$ cat config.mk
export PLATFORM = sky130hd
export DESIGN_NAME = data_decoder
export DESIGN_NICKNAME = d
export VERILOG_FILES = /design/src/rtl/data_decoder.sv
export SDC_FILE = /design/constraint.sdc
export NUM_CORES = 1
export LEC_CHECK = 0
export CAP_MARGIN = 5
export CORE_ASPECT_RATIO = 1.75
export CORE_MARGIN = 2
export CORE_UTILIZATION = 30
export CTS_CLUSTER_DIAMETER = 80
export DETAILED_ROUTE_END_ITERATION = 7
export PLACE_DENSITY = 0.51
export RECOVER_POWER = 50
export SYNTH_ARGS = -nofsm -noshare
export SYNTH_HDL_FRONTEND = slang
export SYNTH_SLANG_ARGS = --single-unit
$ cat constraint.sdc
create_clock -name clk -period 1.91 [get_ports clk]
set_input_delay 0.2865 -clock clk [delete_from_list [all_inputs] [get_ports clk]]
set_output_delay 0.2865 -clock clk [all_outputs]
set_load 0.005 [all_outputs]
$ cat src/rtl/data_decoder.sv
// Symbol-to-word assembler: packs NSYM 2-bit symbols into one word,
// LSB-first or MSB-first as chosen by the first symbol of each frame.
module data_decoder #(
    parameter int NSYM = 4
) (
    input  logic              clk,
    input  logic              reset,
    input  logic              in_valid,
    output logic              in_ready,
    input  logic              d1,
    input  logic              d0,
    input  logic              s,
    output logic              out_valid,
    input  logic              out_ready,
    output logic [2*NSYM-1:0] out_data,
    output logic              frame_err
);

    localparam int KW = (NSYM > 1) ? $clog2(NSYM) : 1;
    localparam logic [KW-1:0] K_LAST = KW'(NSYM - 1);

    localparam logic [1:0] ST_IDLE    = 2'd0;
    localparam logic [1:0] ST_COLLECT = 2'd1;
    localparam logic [1:0] ST_FULL    = 2'd2;

    logic [1:0]        r_state;
    logic [KW-1:0]     r_count;
    logic              r_mode;
    logic [2*NSYM-1:0] r_data;
    logic              r_frame_err;

    logic              w_accept;
    logic              w_viol;
    logic              w_first;
    logic              w_mode;
    logic [KW-1:0]     w_k;
    logic [KW-1:0]     w_pos;
    logic              w_last;
    logic [2*NSYM-1:0] w_data;

    // In FULL a new symbol can only enter alongside the output handshake.
    assign in_ready  = !reset && ((r_state != ST_FULL) || out_ready);
    assign out_valid = (r_state == ST_FULL);
    assign out_data  = r_data;
    assign frame_err = r_frame_err;

    // Work out where the incoming symbol lands and whether it opens a frame.
    always_comb begin
        w_accept = in_valid && in_ready;
        w_viol   = w_accept && (r_state == ST_COLLECT) && (s != r_mode);
        w_first  = w_accept && ((r_state != ST_COLLECT) || w_viol);
        w_mode   = w_first ? s : r_mode;
        w_k      = w_first ? '0 : r_count;
        w_pos    = w_mode ? (K_LAST - w_k) : w_k;
        w_last   = (w_k == K_LAST);
        w_data   = w_first ? '0 : r_data;
        for (int i = 0; i < NSYM; i++) begin
            if (w_pos == KW'(i)) begin
                w_data[2*i +: 2] = {d1, d0};
            end
        end
    end

    // Frame state, symbol count, order mode, word and error pulse.
    always_ff @(posedge clk) begin
        if (reset) begin
            r_state     <= ST_IDLE;
            r_count     <= '0;
            r_mode      <= 1'b0;
            r_data      <= '0;
            r_frame_err <= 1'b0;
        end else begin
            r_frame_err <= w_viol;
            if (w_accept) begin
                r_mode <= w_mode;
                r_data <= w_data;
                if (w_last) begin
                    r_state <= ST_FULL;
                    r_count <= '0;
                end else begin
                    r_state <= ST_COLLECT;
                    r_count <= w_k + KW'(1);
                end
            end else if ((r_state == ST_FULL) && out_ready) begin
                r_state <= ST_IDLE;
            end
        end
    end

endmodule

==> out/qor.txt, run 1 <==
Outcome: completed
Syn_nets: 87
Final Cell Area: 1070 um2
Nets: 116
Post-DP Area: 1000 um2
First drt pass iteration count: 2
Post-synth EDFFs: 0
Crit Path Max Fanout: 5
Post-synthesis area per instance: 9.52 um2
Vias/cell: 5.21
Number of fillers in the final layout: 242
Max incr delay on CP: 0.40 ns
Pwr dens: 674 nW/um2
CTS root buffer: clkbuf_8
Yosys reg bits: 14
Io pins: 18
Die area: 2940 um2
Vias in the first global route: 675
Yosys Warn Count: 0
Critical path required time: 2.04 ns
Hold WC Path Type: in -> reg
Final period util: 91.3%
Fin util: 44.1%
Async SR Flop Fraction: 0%
Placer Congestion: 0.730
Delay-heaviest family, CP: simple AND/OR/NAND/NOR gates
TritonCTS clock tree: yes
Syn Inst Count: 79
Largest net degree at the start of global routing: 15
Share of layout cells above drive strength 1: 22.4%
Slowest CP cell: or3b_4
Top_reg_cell synth: dfxtp_1
Routed Antenna Nets: 0
Routed Wire Length: 1740 um
# port buffers: 17
H-tree levels: 1
FP Rows: 24
Final count of pins violating max slew: 0
Clock sinks: 14
Post-synth top area cell: dfxtp_1
Worst-Skew Late Latency: 0.25 ns
TNS Setup: 0 ns
Slew of the pin with the lowest slew margin: 0.381 ns
Drt initial violations: 8
Via count: 693
Total track usage: 13.2%
Drc violations: 0
Ranking of synthesized cells by area: dfxtp_1 (37%), mux2i_1 (6.7%), nand4b_1 (4.7%), nand3b_1 (4.0%), nand2b_1 (3.3%)
Skew final: 0.000339 ns
Initial antenna violation count: 0
Fin crit period: 1.74 ns
IR drop worst, VDD: 412 uV
Worst path bufs/invs: 2
Number of setup violations in the final report: 0
Total power: 723 uW
Max-slew headroom: 74.4%
Data arrival, critical path: 1.88 ns
Core area: 2430 um2
Worst-path clk slew: 0.06 ns
Die H: 70.2 um
Startpoint class of the critical path: flip-flop
Area grow syn2layout: 42.6%
Starting Density: 30.9%
Longest Clk Path Bufs: 2
Area fraction of the dominant cell type after synthesis: 37.3%
Post-DP HPWL: 1320 um
Leakage: 0.432 nW
Final Hold Vio Count: 0
Cts hold-fix bufs: 0
First-pass GRT wire length: 3020 um
Post-Syn Area: 752 um2
Routed length per instance: 13.1 um
Max Fclk: 573 MHz
Worst Setup End Kind: flip-flop
Num CTS Buffers: 3
Antenna Cells: 0
Post-synth top cells: dfxtp_1 (14), mux2i_1 (5), nand2_1 (5), o21ai_0 (5)
Synth cell types: 33
Worst reg-to-reg setup slack: 0.17 ns
Count leader, synth: dfxtp_1
RSZ-0062 raised after global routing: false
Crit path kind: reg -> reg
Worst path most repeated cell: buf_4
Crit path cell chain: or3b_4 > buf_4 > buf_4 > o211ai_2 > and2_4 > ha_1 > nand2_1 > o21ai_1
Max_cap viols: 0
Gr ovfl total: 0
Post-synthesis sequential area ratio: 37.3%
DIE WIDTH: 41.8 um
-- cell type report --
type	count	area [um2]	share of cell area (%)
flip-flops and latches	14	280	26.1
well taps	26	32.5	3.03
multi-input cells	61	454	42.4
inverters	1	3.75	0.350
repair buffers	27	246	23.0
clock buffers	4	55.1	5.13
-- where the power goes --
part	total, mW	internal [mW]	switching, mW
combinational	0.111	0.0612	0.0502
clock	0.294	0.183	0.111
sequential	0.317	0.303	0.0144
-- registers in the layout, summed over array words and instances, names as in the netlist --
signal / count
frame_err: 1
out_data: 8
r_count: 2
r_mode: 1
r_state: 2
-- layer usage --
layer | track usage, % | vias to the layer above | routed length (um)
met1 | 16.1 | 333 | 767
met4 | 8.60 | 0 | 51
met5 | 0 | - | 0
met3 | 2.33 | 5 | 41
li1 | - | 346 | -
met2 | 20.8 | 9 | 876
-- worst min-delay path, stage by stage --
cell and delay (ns):
dlymetal6s2s_1 0.11, mux2i_1 0.07, a22oi_1 0.13, nor2_1 0.06
-- cells by family after synthesis --
kind of cell / share of synthesized area [%]
and+or+nand+nor: 31.9
muxes: 6.66
buffers and inverters: 2.99
adders and majority gates: 1.66
DFF: 37.3
AOI/OAI and AO/OA: 16.1
xor gates and xnor gates: 3.33
-- metrics by stage --
| step | setup slack [ns] | hold slack, ns | std cells |
|---|---|---|---|
| 3_5_place_dp | -0.0815 | 0.481 | 128 |
| 6_report | 0.165 | 0.454 | 133 |
| 3_3_place_gp | -0.0738 | 0.475 | 128 |
| 2_1_floorplan | 0.364 | 0.449 | 79 |
| 4_1_cts | 0.0845 | 0.499 | 133 |
| 5_1_grt | 0.0501 | 0.521 | 133 |
-- worst paths after layout --
| path | startpoint | end | cells after the start |
|---|---|---|---|
| worst min-delay path | out_ready | r_state[1] | 4 |
| worst max register to register | r_state[1] | r_count[1] | 8 |
| worst min register to register | out_data[6] | out_data[6] | 2 |
| worst max-delay path | r_state[1] | r_count[1] | 8 |
-- cells in the final DEF (no fill, tap or decap), drive strengths merged, types with 3 or more instances in the layout --
master         instances
nand2                  5
nand4b                 4
a21oi                  3
nor2b                  4
nor2                   3
dlygate4sd3            9
mux2i                  5
buf                   10
clkbuf                 4
and2                   3
clkdlybuf4s50          6
nand2b                 5
dfxtp                 14
nand3b                 4
o21ai                  5
-- timing repair --
action / in CTS / in global routing
resized for setup: 1 / 4
pin swaps: 1 / 1
endpoints found under the setup margin: 1 / 2
gates cloned: 0 / 0
buffers inserted: 1 / 0
No activity file was read; power rests on OpenSTA's default activity.
==> run 2, diff against run 1 <==
--- a/config.mk
+++ b/config.mk
@@ -6,12 +6,11 @@
 export NUM_CORES = 1
 export LEC_CHECK = 0
 export CAP_MARGIN = 5
-export CORE_ASPECT_RATIO = 1.75
 export CORE_MARGIN = 2
-export CORE_UTILIZATION = 30
+export CORE_UTILIZATION = 40
 export CTS_CLUSTER_DIAMETER = 80
 export DETAILED_ROUTE_END_ITERATION = 7
-export PLACE_DENSITY = 0.51
+export PLACE_DENSITY = 0.65
 export RECOVER_POWER = 50
 export SYNTH_ARGS = -nofsm -noshare
 export SYNTH_HDL_FRONTEND = slang
==> out/qor.txt, run 2 (synthesis gave the netlist of run 1 again) <==
Outcome: completed
Startpoint class of the critical path: input port
FP Rows: 15 (-38%)
Num CTS Buffers: 3 (unchanged)
Number of fillers in the final layout: 161 (-33%)
Pwr dens: 614 nW/um2 (-8.8%)
Worst-path clk slew: 0.09 ns (+0.03 ns)
Hold WC Path Type: reg -> reg
First-pass GRT wire length: 2730 um (-9.4%)
Data arrival, critical path: 1.97 ns (+0.09 ns)
Nets: 116 (unchanged)
Initial antenna violation count: 0 (unchanged)
Number of setup violations in the final report: 0 (unchanged)
Final count of pins violating max slew: 0 (unchanged)
# port buffers: 17 (unchanged)
Final period util: 94.3% (+3.0 points)
RSZ-0062 raised after global routing: false
Placer Congestion: 0.765 (+4.9%)
Cts hold-fix bufs: 0 (unchanged)
IR drop worst, VDD: 319 uV (-22%)
Fin crit period: 1.80 ns (+0.0566 ns)
Leakage: 0.413 nW (-4.4%)
Die H: 47.4 um (-33%)
FF+latch area: 282 um2 (+0.45%)
Worst-Skew Late Latency: 0.28 ns (+0.03 ns)
Routed Wire Length: 1630 um (-6.0%)
Vias in the first global route: 616 (-8.7%)
WHS: 0.488 ns (+0.0340 ns)
Max_cap viols: 0 (unchanged)
First drt pass iteration count: 4 (+2)
Gr ovfl total: 0 (unchanged)
Setup WS post-layout: 0.109 ns (-0.0566 ns)
Post-DP HPWL: 1210 um (-8.6%)
Longest Clk Path Bufs: 2 (unchanged)
Io pins: 18 (unchanged)
Crit path kind: in -> reg
Routed length per instance: 12.4 um (-5.3%)
Final Hold Vio Count: 0 (unchanged)
Total track usage: 17.7% (+4.5 points)
Worst Setup End Kind: flip-flop
Multi-input gate area: 452 um2 (-0.55%)
Crit Path Max Fanout: 4 (-1)
Starting Density: 43.1% (+12 points)
Pre-CTS setup slack: -0.0731 ns (+0.00839 ns)
Clock sinks: 14 (unchanged)
Most common cell after layout, fill and taps aside: dfxtp_1
H-tree levels: 1 (unchanged)
Commonest non-fill, non-tap cells in the layout: dfxtp_1 (13), buf_4 (10), dlygate4sd3_1 (9)
Via count: 692 (-0.14%)
Slew of the pin with the lowest slew margin: 0.338 ns (-0.0427 ns)
Vias/cell: 5.24 (+0.61%)
Max-slew headroom: 77.4% (+3.0 points)
Max Fclk: 555 MHz (-3.1%)
Antenna Cells: 0 (unchanged)
Max reg flops: 8 (unchanged)
Routed Antenna Nets: 0 (unchanged)
Critical Path Start: out_ready
Area grow syn2layout: 39.4%
HP Start: out_data[1]
Critical path required time: 2.08 ns (+0.04 ns)
Core area: 1750 um2 (-28%)
DIE WIDTH: 47.4 um (+13%)
CTS root buffer: clkbuf_4
TritonCTS clock tree: yes
Die area: 2240 um2 (-24%)
Skew final: 0.000282 ns (-0.0000569 ns)
FF-to-FF Start: r_state[1]
Share of layout cells above drive strength 1: 22.4% (unchanged)
Drc violations: 0 (unchanged)
Drt initial violations: 15 (+7)
Largest net degree at the start of global routing: 16 (+1)
==> run 2: metal layers <==
metal	up-vias	global-route usage [%]	share of wire, %
met5	-	0	0
met4	0	8.33	2.0
met3	5	4.62	2.7
met2	11	24.9	45
met1	328	25.0	51
li1	348	-	-
==> run 2: metrics by stage <==
step	utilization (%)	total power [mW]	instances	instance area, um2	TNS, ns
after detailed placement	57.4	0.433	127	1000	-0.268
after CTS	59.9	0.653	132	1040	0
after floorplan	-	0.384	79	752	0
final	60.1	0.644	132	1050	0
after global placement	57.4	0.432	127	1000	-0.199
after global routing	60.1	0.677	132	1050	0
==> run 2: worst paths after layout <==
check	slack [ns]	to	cells after the start
worst min register to register	0.49	out_data[1]	2
worst max register to register	0.12	r_count[1]	8
worst min-delay path	0.49	out_data[1]	2
worst max-delay path	0.11	r_count[1]	9
==> run 2: worst max-delay path, stage by stage <==
cell	delay (ns)
clkdlybuf4s50_1	0.43
or3b_4	0.38
buf_4	0.13
buf_4	0.13
o211ai_2	0.10
and2_1	0.17
ha_1	0.22
nand2_1	0.05
o21ai_0	0.07
==> run 2: final cells by class <==
type                       instances  area share [%]
clock buffer                       4            3.46
inverter                           1           0.358
multi-input combinational         61            43.1
sequential                        14            26.8
tap                               25            2.98
timing repair buffer              27            23.3
==> run 2: power by group <==
| group | total [mW] | leakage, nW | internal [mW] | switching, mW |
|---|---|---|---|---|
| Sequential | 0.317 | 0.114 | 0.303 | 0.0144 |
| Combinational | 0.108 | 0.278 | 0.0591 | 0.0493 |
| Clock | 0.219 | 0.0210 | 0.116 | 0.102 |
==> run 2: timing repair <==
| item | 4_1_cts | 5_1_grt |
|---|---|---|
| setup buffers | 1 | 0 |
| endpoints found under the setup margin | 1 | 1 |
| pin swaps | 1 | 2 |
| gates resized for setup | 1 | 2 |
